`config.mk`:
```
export PLATFORM = sky130hd
export DESIGN_NAME = apb3_mailbox
export DESIGN_NICKNAME = d
export VERILOG_FILES = /design/src/rtl/apb3_mailbox_pkg.sv /design/src/rtl/apb3_mailbox_fifo.sv /design/src/rtl/apb3_mailbox.sv
export SDC_FILE = /design/constraint.sdc
export NUM_CORES = 1
export LEC_CHECK = 0
export BUFFER_PORTS_ARGS = -buffer_cell sky130_fd_sc_hd__buf_2
export CORE_ASPECT_RATIO = 0.8
export CORE_MARGIN = 8
export CORE_UTILIZATION = 55
export CTS_CLUSTER_SIZE = 25
export DETAILED_ROUTE_END_ITERATION = 6
export PLACE_DENSITY = 0.75
export SLEW_MARGIN = 20
export SYNTH_ARGS = -nofsm -noshare
export SYNTH_HDL_FRONTEND = slang
export SYNTH_HIERARCHICAL = 1
export SYNTH_SLANG_ARGS = --single-unit
```
`constraint.sdc`:
```
create_clock -name HCLK -period 5.3 [get_ports HCLK]
set_input_delay 1.06 -clock HCLK [delete_from_list [all_inputs] [get_ports HCLK]]
set_output_delay 1.06 -clock HCLK [all_outputs]
set_load 0.01 [all_outputs]
```
`src/rtl/apb3_mailbox_pkg.sv`:
```
// Shared register map, bit positions and APB handshake state encoding for the mailbox.
package apb3_mailbox_pkg;

    localparam logic [1:0] ADDR_TXDATA = 2'b00;
    localparam logic [1:0] ADDR_RXDATA = 2'b01;
    localparam logic [1:0] ADDR_STATUS = 2'b10;
    localparam logic [1:0] ADDR_CTRL   = 2'b11;

    localparam int unsigned CTRL_RX_IE    = 0;
    localparam int unsigned CTRL_TX_IE    = 1;
    localparam int unsigned CTRL_TX_FLUSH = 8;
    localparam int unsigned CTRL_RX_FLUSH = 9;

    localparam int unsigned STATUS_TX_CNT_LSB = 16;
    localparam int unsigned STATUS_TX_FULL    = 30;
    localparam int unsigned STATUS_RX_EMPTY   = 31;

    typedef enum logic [1:0] {
        ST_IDLE,
        ST_WAIT,
        ST_RESP
    } apb_state_e;

endpackage

```
`src/rtl/apb3_mailbox_fifo.sv`:
```
// Synchronous FIFO with flush; push when full and pop when empty are ignored.
module apb3_mailbox_fifo #(
    parameter int DEPTH  = 16,
    parameter int DATA_W = 32,
    localparam int CNT_W = $clog2(DEPTH) + 1,
    localparam int PTR_W = $clog2(DEPTH)
) (
    input  logic              clk,
    input  logic              rst,
    input  logic              push,
    input  logic [DATA_W-1:0] push_data,
    input  logic              pop,
    input  logic              flush,
    output logic [DATA_W-1:0] dout,
    output logic [CNT_W-1:0]  count,
    output logic [CNT_W-1:0]  count_nxt,
    output logic              full,
    output logic              empty
);

    logic [DATA_W-1:0] mem_q [DEPTH];
    logic [DATA_W-1:0] mem_d [DEPTH];
    logic [PTR_W-1:0]  rd_ptr_q, rd_ptr_d;
    logic [PTR_W-1:0]  wr_ptr_q, wr_ptr_d;
    logic [CNT_W-1:0]  count_q, count_d;
    logic              do_push, do_pop;

    assign full      = (count_q == CNT_W'(DEPTH));
    assign empty     = (count_q == '0);
    assign do_push   = push & ~full;
    assign do_pop    = pop & ~empty;
    assign dout      = mem_q[rd_ptr_q];
    assign count     = count_q;
    assign count_nxt = count_d;

    // Next-state for storage, pointers and occupancy; flush overrides any push/pop.
    always_comb begin
        mem_d    = mem_q;
        rd_ptr_d = rd_ptr_q;
        wr_ptr_d = wr_ptr_q;
        count_d  = count_q;
        if (flush) begin
            rd_ptr_d = '0;
            wr_ptr_d = '0;
            count_d  = '0;
        end else begin
            if (do_push) begin
                mem_d[wr_ptr_q] = push_data;
                wr_ptr_d        = wr_ptr_q + PTR_W'(1);
            end
            if (do_pop) begin
                rd_ptr_d = rd_ptr_q + PTR_W'(1);
            end
            if (do_push && !do_pop) begin
                count_d = count_q + CNT_W'(1);
            end else if (!do_push && do_pop) begin
                count_d = count_q - CNT_W'(1);
            end
        end
    end

    // Pointer and count registers.
    always_ff @(posedge clk) begin
        if (rst) begin
            rd_ptr_q <= '0;
            wr_ptr_q <= '0;
            count_q  <= '0;
        end else begin
            rd_ptr_q <= rd_ptr_d;
            wr_ptr_q <= wr_ptr_d;
            count_q  <= count_d;
        end
    end

    // Storage array; contents are don't-care until written, so no reset.
    always_ff @(posedge clk) begin
        mem_q <= mem_d;
    end

endmodule

```
`src/rtl/apb3_mailbox.sv`:
```
// APB3 completer exposing a CPU->fabric TX FIFO and a fabric->CPU RX FIFO.
//
// state   | meaning
// --------+--------------------------------------------------------------
// ST_IDLE | no access in flight; waiting for PSEL & PENABLE
// ST_WAIT | wait state (PREADY=0); side effects commit leaving this state
// ST_RESP | PREADY=1, registered PRDATA/PSLVERR presented to the bridge
module apb3_mailbox
    import apb3_mailbox_pkg::*;
#(
    parameter int DEPTH  = 16,
    parameter int DATA_W = 32,
    localparam int CNT_W = $clog2(DEPTH) + 1
) (
    input  logic              HCLK,
    input  logic              HRESET,
    input  logic              PSEL,
    input  logic              PENABLE,
    input  logic              PWRITE,
    input  logic [31:0]       PADDR,
    input  logic [31:0]       PWDATA,
    output logic [31:0]       PRDATA,
    output logic              PREADY,
    output logic              PSLVERR,
    output logic [DATA_W-1:0] tx_data,
    output logic              tx_valid,
    input  logic              tx_ready,
    input  logic [DATA_W-1:0] rx_data,
    input  logic              rx_valid,
    output logic              rx_ready,
    output logic              irq
);

    apb_state_e        state_q, state_d;
    logic [1:0]        ctrl_ie_q, ctrl_ie_d;
    logic [31:0]       prdata_q, prdata_d;
    logic              pslverr_q, pslverr_d;
    logic              irq_q, irq_d;

    logic              commit;
    logic              tx_push, tx_flush, rx_pop, rx_flush;
    logic [CNT_W-1:0]  tx_cnt, tx_cnt_nxt, rx_cnt, rx_cnt_nxt;
    logic              tx_full, tx_empty, rx_full, rx_empty;
    logic [DATA_W-1:0] rx_dout;
    logic [31:0]       status_word;
    logic              unused_addr;

    assign unused_addr = ^{PADDR[31:4], PADDR[1:0]};

    apb3_mailbox_fifo #(.DEPTH(DEPTH), .DATA_W(DATA_W)) u_tx_fifo (
        .clk       (HCLK),
        .rst       (HRESET),
        .push      (tx_push),
        .push_data (PWDATA[DATA_W-1:0]),
        .pop       (tx_ready),
        .flush     (tx_flush),
        .dout      (tx_data),
        .count     (tx_cnt),
        .count_nxt (tx_cnt_nxt),
        .full      (tx_full),
        .empty     (tx_empty)
    );

    apb3_mailbox_fifo #(.DEPTH(DEPTH), .DATA_W(DATA_W)) u_rx_fifo (
        .clk       (HCLK),
        .rst       (HRESET),
        .push      (rx_valid),
        .push_data (rx_data),
        .pop       (rx_pop),
        .flush     (rx_flush),
        .dout      (rx_dout),
        .count     (rx_cnt),
        .count_nxt (rx_cnt_nxt),
        .full      (rx_full),
        .empty     (rx_empty)
    );

    assign tx_valid = ~tx_empty;
    assign rx_ready = ~rx_full;
    assign PREADY   = (state_q == ST_RESP);
    assign PRDATA   = prdata_q;
    assign PSLVERR  = pslverr_q;
    assign irq      = irq_q;

    // Only the WAIT->RESP edge commits, and only if the bridge still holds PSEL.
    assign commit = (state_q == ST_WAIT) && PSEL;

    // Assemble the read-only STATUS word from current FIFO state.
    always_comb begin
        status_word                                  = '0;
        status_word[CNT_W-1:0]                       = rx_cnt;
        status_word[STATUS_TX_CNT_LSB +: CNT_W]      = tx_cnt;
        status_word[STATUS_TX_FULL]                  = tx_full;
        status_word[STATUS_RX_EMPTY]                 = rx_empty;
    end

    // APB handshake next-state: one wait state, abandon on PSEL drop.
    always_comb begin
        state_d = state_q;
        case (state_q)
            ST_IDLE: if (PSEL && PENABLE) state_d = ST_WAIT;
            ST_WAIT: state_d = PSEL ? ST_RESP : ST_IDLE;
            ST_RESP: state_d = ST_IDLE;
            default: state_d = ST_IDLE;
        endcase
    end

    // Register decode and side effects at the commit edge; irq from post-update state.
    always_comb begin
        prdata_d  = '0;
        pslverr_d = 1'b0;
        ctrl_ie_d = ctrl_ie_q;
        tx_push   = 1'b0;
        rx_pop    = 1'b0;
        tx_flush  = 1'b0;
        rx_flush  = 1'b0;
        if (commit) begin
            case (PADDR[3:2])
                ADDR_TXDATA: begin
                    if (PWRITE) begin
                        if (tx_full) pslverr_d = 1'b1;
                        else         tx_push   = 1'b1;
                    end
                end
                ADDR_RXDATA: begin
                    if (PWRITE || rx_empty) begin
                        pslverr_d = 1'b1;
                    end else begin
                        prdata_d[DATA_W-1:0] = rx_dout;
                        rx_pop               = 1'b1;
                    end
                end
                ADDR_STATUS: begin
                    if (PWRITE) pslverr_d = 1'b1;
                    else        prdata_d  = status_word;
                end
                ADDR_CTRL: begin
                    if (PWRITE) begin
                        ctrl_ie_d[0] = PWDATA[CTRL_RX_IE];
                        ctrl_ie_d[1] = PWDATA[CTRL_TX_IE];
                        tx_flush     = PWDATA[CTRL_TX_FLUSH];
                        rx_flush     = PWDATA[CTRL_RX_FLUSH];
                    end else begin
                        prdata_d[CTRL_RX_IE] = ctrl_ie_q[0];
                        prdata_d[CTRL_TX_IE] = ctrl_ie_q[1];
                    end
                end
                default: ;
            endcase
        end
        irq_d = (ctrl_ie_d[0] && (rx_cnt_nxt != '0)) ||
                (ctrl_ie_d[1] && (tx_cnt_nxt == '0));
    end

    // State, control and response registers.
    always_ff @(posedge HCLK) begin
        if (HRESET) begin
            state_q   <= ST_IDLE;
            ctrl_ie_q <= '0;
            prdata_q  <= '0;
            pslverr_q <= 1'b0;
            irq_q     <= 1'b0;
        end else begin
            state_q   <= state_d;
            ctrl_ie_q <= ctrl_ie_d;
            prdata_q  <= prdata_d;
            pslverr_q <= pslverr_d;
            irq_q     <= irq_d;
        end
    end

endmodule
```
After elaboration in Yosys (flattened, before gate mapping)
Index checks and enable logic that the tools add are counted.
{"block": "classes", "n_addsub": 8, "order_cmp": 6, "n_eq_ne": 8, "muxes": 47, "bitwise_logic": 15, "n_reduce_logical": 27}
{"op": "bitwise mux 512 bit", "count": 2}
{"op": "binary-select mux 32 bit (select 4 bit)", "count": 2}
{"op": "demux 32 bit (select 4 bit)", "count": 2}
{"op": "two-way mux 32 bit", "count": 8}
{"op": "one-hot mux 30 bit (2 select lines)", "count": 1}
{"op": "two-way mux 5 bit", "count": 6}
{"op": "greater-or-equal comparator 5 bit (second input constant)", "count": 4}
{"op": "NOT 4 -> 5 bit", "count": 4}
{"op": "two-way mux 1 bit", "count": 17}
{"op": "adder 4 x 1 -> 4 bit (second input constant)", "count": 4}
{"op": "logical NOT 5 bit", "count": 3}
{"op": "two-way mux 2 bit", "count": 6}
{"op": "adder 5 x 1 -> 5 bit (second input constant)", "count": 2}
{"op": "equality test 5 bit (second input constant)", "count": 2}
{"op": "logical AND 1 bit", "count": 10}
{"op": "< comparator 5 x 1 -> 1 bit (second input constant)", "count": 2}
{"op": "subtractor 5 x 1 -> 5 bit (second input constant)", "count": 2}
{"op": "NOT 1 bit", "count": 7}
{"op": "equality test 2 bit (second input constant)", "count": 3}
{"op": "one-hot mux 2 bit (3 select lines)", "count": 1}
{"op": "OR reduction 2 bit", "count": 3}
{"op": "nonzero test 5 bit", "count": 1}
{"op": "AND 1 bit", "count": 4}
{"op": "equality test 2 x 1 -> 1 bit (second input constant)", "count": 2}
{"op": "7 further kinds", "count": 13}
{"block": "word_totals", "reg_bits": 1088, "input_bits": 103, "output_inout_bits": 69, "elab_cells": 154}

Logic depth before layout (Yosys ltp)
Gate-level depths: netlist of the first run.
{"block": "logic_depth", "ltp_word": 14, "depth_mapped": 14, "depth_no_buf": 13}

Modules after synthesis
The synthesis of the first run kept the hierarchy.
{"module": "apb3_mailbox_fifo (u_tx_fifo)", "n_inst": 1, "cells_per_inst": 902, "area_per_inst_um2": 20030.5, "seq_area_each_um2": 15635.0}
{"module": "apb3_mailbox_fifo (u_rx_fifo)", "n_inst": 1, "cells_per_inst": 903, "area_per_inst_um2": 20012.9, "seq_area_each_um2": 15635.0}
{"module": "apb3_mailbox", "n_inst": 1, "cells_per_inst": 129, "area_per_inst_um2": 1366.3, "seq_area_each_um2": 760.7}

Worst setup path after synthesis of the first run
OpenSTA, ideal clock, no wires.
{"block": "synth_timing", "path_type": "input to register", "from": "in PADDR[2]", "to": "reg u_tx_fifo/mem_q[384] in the netlist's numbering (enable)", "setup_ps": 461, "arrival_time_ps": 4694, "t_required_ps": 4839, "slack_ps": 146, "cell_stages": 8, "path_buffers": 0, "path_cell_list": "inv_1 > ha_1 > nand2_1 > nor3_1 > inv_1 > nor3_1 > nand2_1 > nor3_1"}
{"block": "synth_via", "elab_chain_cells": 5, "elab_cells_between_ends": 9, "classes_between": "1 x eq/ne; 4 x mux; 2 x bitwise; 2 x reduce/logical"}
{"element": "start: declaration", "line": "apb3_mailbox.sv:20", "rtl": "input logic [31:0] PADDR,"}
{"element": "logical NOT 2 bit", "line": "apb3_mailbox.sv:118", "rtl": "case (PADDR[3:2])"}
{"element": "two-way mux 1 bit", "line": "apb3_mailbox.sv:118"}
{"element": "two-way mux 1 bit", "line": "apb3_mailbox.sv:117", "rtl": "if (commit) begin"}
{"element": "named net tx_push", "line": "apb3_mailbox.sv:41", "rtl": "logic tx_push, tx_flush, rx_pop, rx_flush;"}
{"element": "AND 1 bit", "line": "apb3_mailbox_fifo.sv:30", "rtl": "assign do_push = push & ~full;"}
{"element": "AND reduction 2 bit (no source line)"}
{"element": "end signal: assignment", "line": "apb3_mailbox_fifo.sv:77", "rtl": "mem_q <= mem_d;"}
{"element": "end: declaration", "line": "apb3_mailbox_fifo.sv:21", "rtl": "logic [DATA_W-1:0] mem_q [DEPTH];"}
The timed path passes the listed nets, and every way through them passes these cells.
A chain may end at the register's enable or synchronous reset.

Worst setup path in the final report of the first run
{"block": "layout_timing", "from": "reg u_tx_fifo.rd_ptr_q[0]", "to": "out tx_data[22]"}
{"block": "layout_via", "elab_chain_cells": 4}
{"element": "start: declaration", "line": "apb3_mailbox_fifo.sv:23", "rtl": "logic [PTR_W-1:0] rd_ptr_q, rd_ptr_d;"}
{"element": "start signal: assignment", "line": "apb3_mailbox_fifo.sv:69", "rtl": "rd_ptr_q <= rd_ptr_d;"}
{"element": "NOT 4 -> 5 bit (not written as such)", "line": "apb3_mailbox_fifo.sv:32", "rtl": "assign dout = mem_q[rd_ptr_q];"}
{"element": "binary-select mux 32 bit (select 4 bit)", "line": "apb3_mailbox_fifo.sv:32"}
{"element": "two-way mux 32 bit (not written as such) (2 in series)", "line": "apb3_mailbox_fifo.sv:32"}
{"element": "end: declaration", "line": "apb3_mailbox.sv:25", "rtl": "output logic [DATA_W-1:0] tx_data,"}
No other way between the ends. The select of a mux whose other input is x is not followed.

==> impl_metrics.tcl, run 1 <==
set metrics [dict create \
    outcome "completed" \
    synthArstFlopShare 0 \
    required_ps 4240 \
    fmax_mhz 240 \
    synth_top_area_cell "edfxtp_1" \
    pwr_density_cell_mw_per_mm2 386 \
    yosys.cell_types.count 55 \
    synth_cells 1934 \
    setup_tns_ps 0 \
    core_mm2 0.0750 \
    via_per_inst 6.18 \
    slew_viol_final 0 \
    finClkSkew_ps 50.8 \
    drc_errors 0 \
    worst_pin_slew_ps 1170 \
    synth_top_area_frac 0.743 \
    mostFrequentLayoutCells "edfxtp_1 (1024), mux4_2 (256), buf_2 (141)" \
    stdcell_count 3245 \
    portBuffers 141 \
    grt_max_degree 74 \
    grt_pass1_vias 20567 \
    drt_iter0_markers 2161 \
    power.switching_mw 3.91 \
    worstPathMaxFanout 43 \
    vias 20060 \
    antenna_left 0 \
    hp-class "reg -> reg" \
    place_inst 3055 \
    h-tree-depth 3 \
    clkTransAtPathRegs_ps 70 \
    setup_viol 0 \
    wl_mm 87.9 \
    cp-end-kind "output pin" \
    clock-sinks 1088 \
    ir_drop_uv 307 \
    final_area_mm2 0.0472 \
    post-cts-setup-buffers 0 \
    clkPwrFrac 0.395 \
    worst-path-buf-inv 2 \
    fin_crit_ps 4170 \
    setup_slack_ps 1130 \
    area_growth_pct 14.0 \
    critical_path_class "reg -> out" \
    p_seq_frac 0.527 \
    gp_congestion 0.763 \
    multi_input_area_mm2 0.00911 \
    clk_path_buf_depth 3 \
    ff_latch_area_mm2 0.0320 \
    maxCapViolations 0 \
    dr.pass1.iters 7 \
    internal_power_mw 14.3 \
    slew_headroom 0.219 \
    synth-seq-cells 1088 \
    ys.warnings.count 6 \
    placed_area_mm2 0.0438 \
    ctsResizeCount 0 \
    fillCellCount 4924 \
    max_stage_delay_ps 920 \
    nets 2270 \
    rsz0062_at_grt "false" \
    switching_share 0.215 \
    syn_area_mm2 0.0414 \
    crit_chain "buf_4 -> mux4_2 -> a22oi_1 -> nand2_1 -> buf_2" \
    ios 172 \
    die_width_um 323 \
    avgSynthCellArea_um2 21.4 \
    post-dp-hpwl_mm 51.3 \
    die-area_mm2 0.0844 \
    start_util 0.552 \
    synth_ff_type "edfxtp_1" \
    ys_top_cells_by_area "edfxtp_1 (74%), mux4_2 (14%), dfxtp_1 (3.1%)" \
    final_common_cell "edfxtp_1" \
    grt_util_all_layers 0.209 \
    cp.arrival_ps 3110 \
    finalCritPeriodShare 0.788 \
    slowest_stage "dfxtp_4" \
    worstSkewPairLatency_ps 660 \
    root_buffer "clkbuf_16" \
    layout-drive-gt1-share 0.305 \
    p_comb_frac 0.078 \
    cp-start-kind "flip-flop" \
    grt_pass1_wl_mm 131 \
    place_ws_ps 1140 \
    wl_per_cell_um 27.1 \
    ctsHoldBuffers 0 \
    grt_overflow 0 \
    final_hold_viol_count 0 \
    p_leak_nw 15.1 \
    synth_nets 2057 \
    yosysSeqAreaShare 0.774 \
    path_delay_family "flip-flops" \
    cts_tree "yes" \
    synth_edf_count 1024 \
    antenna_found_initial 8 \
    rows 90 \
    final_core_util 0.629 \
    numCtsBuffers 101 \
    die_h_um 261 \
]
cell families (layout without fill, tap and decap cells):
logic type,after synthesis,after routing,share of synthesized area
AOI/OAI and AO/OA,167,167,0.0313
xor gates and xnor gates,14,14,0.00363
adders and majority gates,20,20,0.00604
buffers and inverters,124,421,0.0130
DFF,1088,1088,0.774
muxes,267,267,0.142
other,0,2,0
and+or+nand+nor,254,254,0.0302
synth_stat cells (2+ instances only):
cell / count
xnor2_1: 7
or4_1: 2
a32oi_1: 2
a211oi_1: 3
a21oi_1: 7
o211ai_4: 2
clkbuf_1: 47
nand2_1: 86
nor4_1: 2
nor3_1: 21
clkinv_4: 2
nor2_1: 68
and4b_1: 2
or4b_4: 2
ha_1: 20
xnor3_1: 2
edfxtp_1: 1024
inv_1: 20
dfxtp_1: 64
or3_1: 5
mux2_4: 3
xor2_1: 5
o211a_1: 2
mux4_2: 256
o21ai_0: 2
buf_1: 20
nand2b_1: 4
nor2b_1: 11
buf_2: 31
mux2i_1: 7
nand3_1: 11
nand4bb_2: 2
a211oi_2: 2
and2_1: 25
a22oi_1: 140
buf_6: 3
or2_2: 2
a2bb2oi_2: 3
state kept, by name (all words and copies together) (netlist names):
signal	flops
u_tx_fifo/rd_ptr_q	4
state_q	2
u_tx_fifo/count	5
u_tx_fifo/mem_q	512
u_rx_fifo/rd_ptr_q	4
u_rx_fifo/count	5
u_rx_fifo/mem_q	512
PRDATA	32
PSLVERR	1
u_rx_fifo/wr_ptr_q	4
u_tx_fifo/wr_ptr_q	4
ctrl_ie_q	2
irq	1
power groups by stage:
stage / Clock (mW) / Combinational [mW] / Sequential [mW]
floorplan: 0 / 1.07 / 9.68
global placement: 0 / 1.39 / 9.78
detailed placement: 0 / 1.43 / 9.79
CTS: 7.32 / 1.44 / 9.60
global route: 7.67 / 1.53 / 9.61
finish: 7.20 / 1.42 / 9.60
path summary, 6_finish.rpt:
| check | endpoint | slack, ps | cells past startpoint | start |
|---|---|---|---|---|
| worst min register to register | u_rx_fifo/wr_ptr_q[1]$_SDFFE_PP0N_ | 530 | 2 | u_rx_fifo/wr_ptr_q[1]$_SDFFE_PP0N_ |
| worst max register to register | irq$_SDFF_PP0_ | 1430 | 14 | u_rx_fifo/count[1]$_SDFF_PP0_ |
| worst max-delay path | tx_data[22] | 1130 | 5 | u_tx_fifo/rd_ptr_q[0]$_SDFFE_PP0P_ |
| worst min-delay path | u_rx_fifo/wr_ptr_q[1]$_SDFFE_PP0N_ | 530 | 2 | u_rx_fifo/wr_ptr_q[1]$_SDFFE_PP0N_ |
stage by stage:
stage | hold WS (ps) | power [mW]
2_1_floorplan | 480 | 10.8
3_3_place_gp | 496 | 11.2
3_5_place_dp | 512 | 11.2
4_1_cts | 521 | 18.4
5_1_grt | 562 | 18.8
6_report | 530 | 18.2
worst min-delay path, stage by stage, from the launching register on:
cell and delay, ps:
dfxtp_1 350, nand2_1 70, a21oi_1 60
per-layer routing:
| layer | vias to the layer above | share of wire | GRT usage |
|---|---|---|---|
| li1 | 8461 | - | - |
| met1 | 10516 | 0.42 | 0.305 |
| met2 | 928 | 0.46 | 0.320 |
| met3 | 145 | 0.094 | 0.0487 |
| met4 | 10 | 0.022 | 0.0571 |
| met5 | - | 0.00083 | 0 |
layout make-up:
cell class,count,area share
Sequential cell,1088,0.679
Multi-Input combinational cell,722,0.193
Clock buffer,131,0.0579
Timing Repair Buffer,211,0.0285
Tap cell,1012,0.0268
Clock inverter,56,0.0126
Inverter,23,0.00204
Antenna cell,2,0.000106
(Power assumes the default switching activity.)
==> inputs of run 2 (changes only) <==
==> constraint.sdc (replaced) <==
create_clock -name HCLK -period 3.7 [get_ports HCLK]
set_input_delay 0.74 -clock HCLK [delete_from_list [all_inputs] [get_ports HCLK]]
set_output_delay 0.74 -clock HCLK [all_outputs]
set_load 0.01 [all_outputs]
==> impl_metrics.tcl, run 2 (synthesis results as in run 1) <==
set metrics [dict create \
    outcome "completed" \
    cts_tree "yes" \
    post-dp-hpwl_mm 50.6 \
    numCtsBuffers 101 \
    nets 2283 \
    drt_iter0_markers 2403 \
    wl_mm 91.3 \
    start_util 0.552 \
    max_stage_delay_ps 520 \
    die_h_um 261 \
    final_core_util 0.637 \
    ctsHoldBuffers 0 \
    grt_overflow 0 \
    drc_errors 0 \
    slew_headroom 0.384 \
    p_leak_nw 15.2 \
    dr.pass1.iters 5 \
    grt_util_all_layers 0.216 \
    wl_met3_mm 8.56 \
    finalCritPeriodShare 0.950 \
    core_mm2 0.0750 \
    grt_pass1_vias 20748 \
    h-tree-depth 3 \
    ios 172 \
    worstPathMaxFanout 6 \
    fin_crit_ps 3510 \
    final_hold_viol_count 0 \
    die_width_um 323 \
    antenna_found_initial 9 \
    die-area_mm2 0.0844 \
    routed.top_layer "met5" \
    pwr_density_cell_mw_per_mm2 548 \
    worst_pin_slew_ps 922 \
    slowest_stage "or4_1" \
    hp-class "in -> reg" \
    rows 90 \
    cp-end-kind "flip-flop" \
    area_growth_pct 15.4 \
    slew_viol_final 0 \
    ir_drop_uv 437 \
    cp-start-kind "flip-flop" \
    clk_path_buf_depth 3 \
    gp_congestion 0.791 \
    root_buffer "clkbuf_16" \
    hold_slack_ps 347 \
    critical_path_class "reg -> reg" \
    rsz0062_at_grt "false" \
    vias 20233 \
    clkTransAtPathRegs_ps 60 \
    ff2ff_setup_slack_ps 190 \
    wl_per_cell_um 27.9 \
    via_per_inst 6.19 \
    layout-drive-gt1-share 0.311 \
    grt_max_degree 52 \
    portBuffers 141 \
    wl_met2_mm 43.7 \
    worst-path-buf-inv 3 \
    critPathMostFrequentCell "inv_1" \
    worstSkewPairLatency_ps 670 \
    cp.arrival_ps 4050 \
    met1Wirelength_mm 37.2 \
    path_delay_family "simple AND/OR/NAND/NOR gates" \
    setup_viol 0 \
    required_ps 4240 \
    grt_pass1_wl_mm 134 \
    final_area_mm2 0.0478 \
    finClkSkew_ps 38.3 \
    crit_chain "inv_1 -> ha_1 -> or4b_4 -> clkinv_4 -> nor3b_2 -> nor2b_2 -> inv_1 -> nor4_1 -> a32oi_1 -> mux2_1 -> or4_1 -> o21bai_1 -> o22ai_1" \
    mostFrequentLayoutCells "edfxtp_1 (1024), mux4_2 (256), buf_2 (141)" \
    placed_area_mm2 0.0443 \
    maxCapViolations 0 \
    final_common_cell "edfxtp_1" \
    fmax_mhz 285 \
    antenna_left 0 \
    clock-sinks 1088 \
]
run 2: routing by layer:
metal | GRT usage | vias up
li1 | - | 8505
met1 | 0.315 | 10587
met2 | 0.336 | 1004
met3 | 0.0493 | 131
met4 | 0.0521 | 6
met5 | 0 | -
run 2: where the power goes:
part / internal (mW) / leakage [nW] / total, mW / switching (mW)
logic: 1.08 / 3.82 / 2.19 / 1.11
registers: 13.6 / 9.75 / 13.7 / 0.126
clock network: 5.85 / 1.63 / 10.3 / 4.46
total: 20.5 / 15.2 / 26.2 / 5.70
run 2: final cells by class:
cell class	count	area, µm²
inverter	23	96.3
clock buffer	142	2850
timing repair buffer	224	1840
antenna	7	17.5
multi-input combinational	722	9160
clock inverter	49	512
sequential	1088	32000
fill	4830	27200
tap	1012	1270
run 2: worst reg2reg max path: cells and delay by family (launching register included):
kind / cells / cell delay [ps]
AND/OR/NAND/NOR: 5 / 1630
adder cells (fa/ha/maj): 1 / 270
multiplexers: 1 / 330
AO/OA/AOI/OAI: 3 / 360
buffers and inverters: 3 / 350
flip-flops: 1 / 450
run 2: metrics by stage:
step	setup TNS [ps]	cells	total power, mW	setup WS [ps]
6_report	0	3267	26.2	186
2_1_floorplan	-116150	1934	15.4	-311
3_3_place_gp	0	3061	16.0	159
3_5_place_dp	0	3061	16.1	69.1
5_1_grt	0	3263	27.0	3.13
4_1_cts	0	3252	26.3	60.7
run 2: worst paths after layout:
path                                                         start                            endpoint  depth (start not counted)
worst max-delay path                 u_rx_fifo/count[0]$_SDFF_PP0_                      irq$_SDFF_PP0_                         13
worst min-delay path                                       PENABLE             state_q[0]$_SDFFE_PP0P_                          2
worst max register to register       u_rx_fifo/count[0]$_SDFF_PP0_                      irq$_SDFF_PP0_                         13
worst min register to register  u_rx_fifo/wr_ptr_q[1]$_SDFFE_PP0N_  u_rx_fifo/wr_ptr_q[1]$_SDFFE_PP0N_                          2
run 2: timing repair:
action,in CTS,in global routing
hold endpoints to repair,0,0
setup buffers,0,8
gates resized for setup,0,1
setup endpoints to repair,0,4
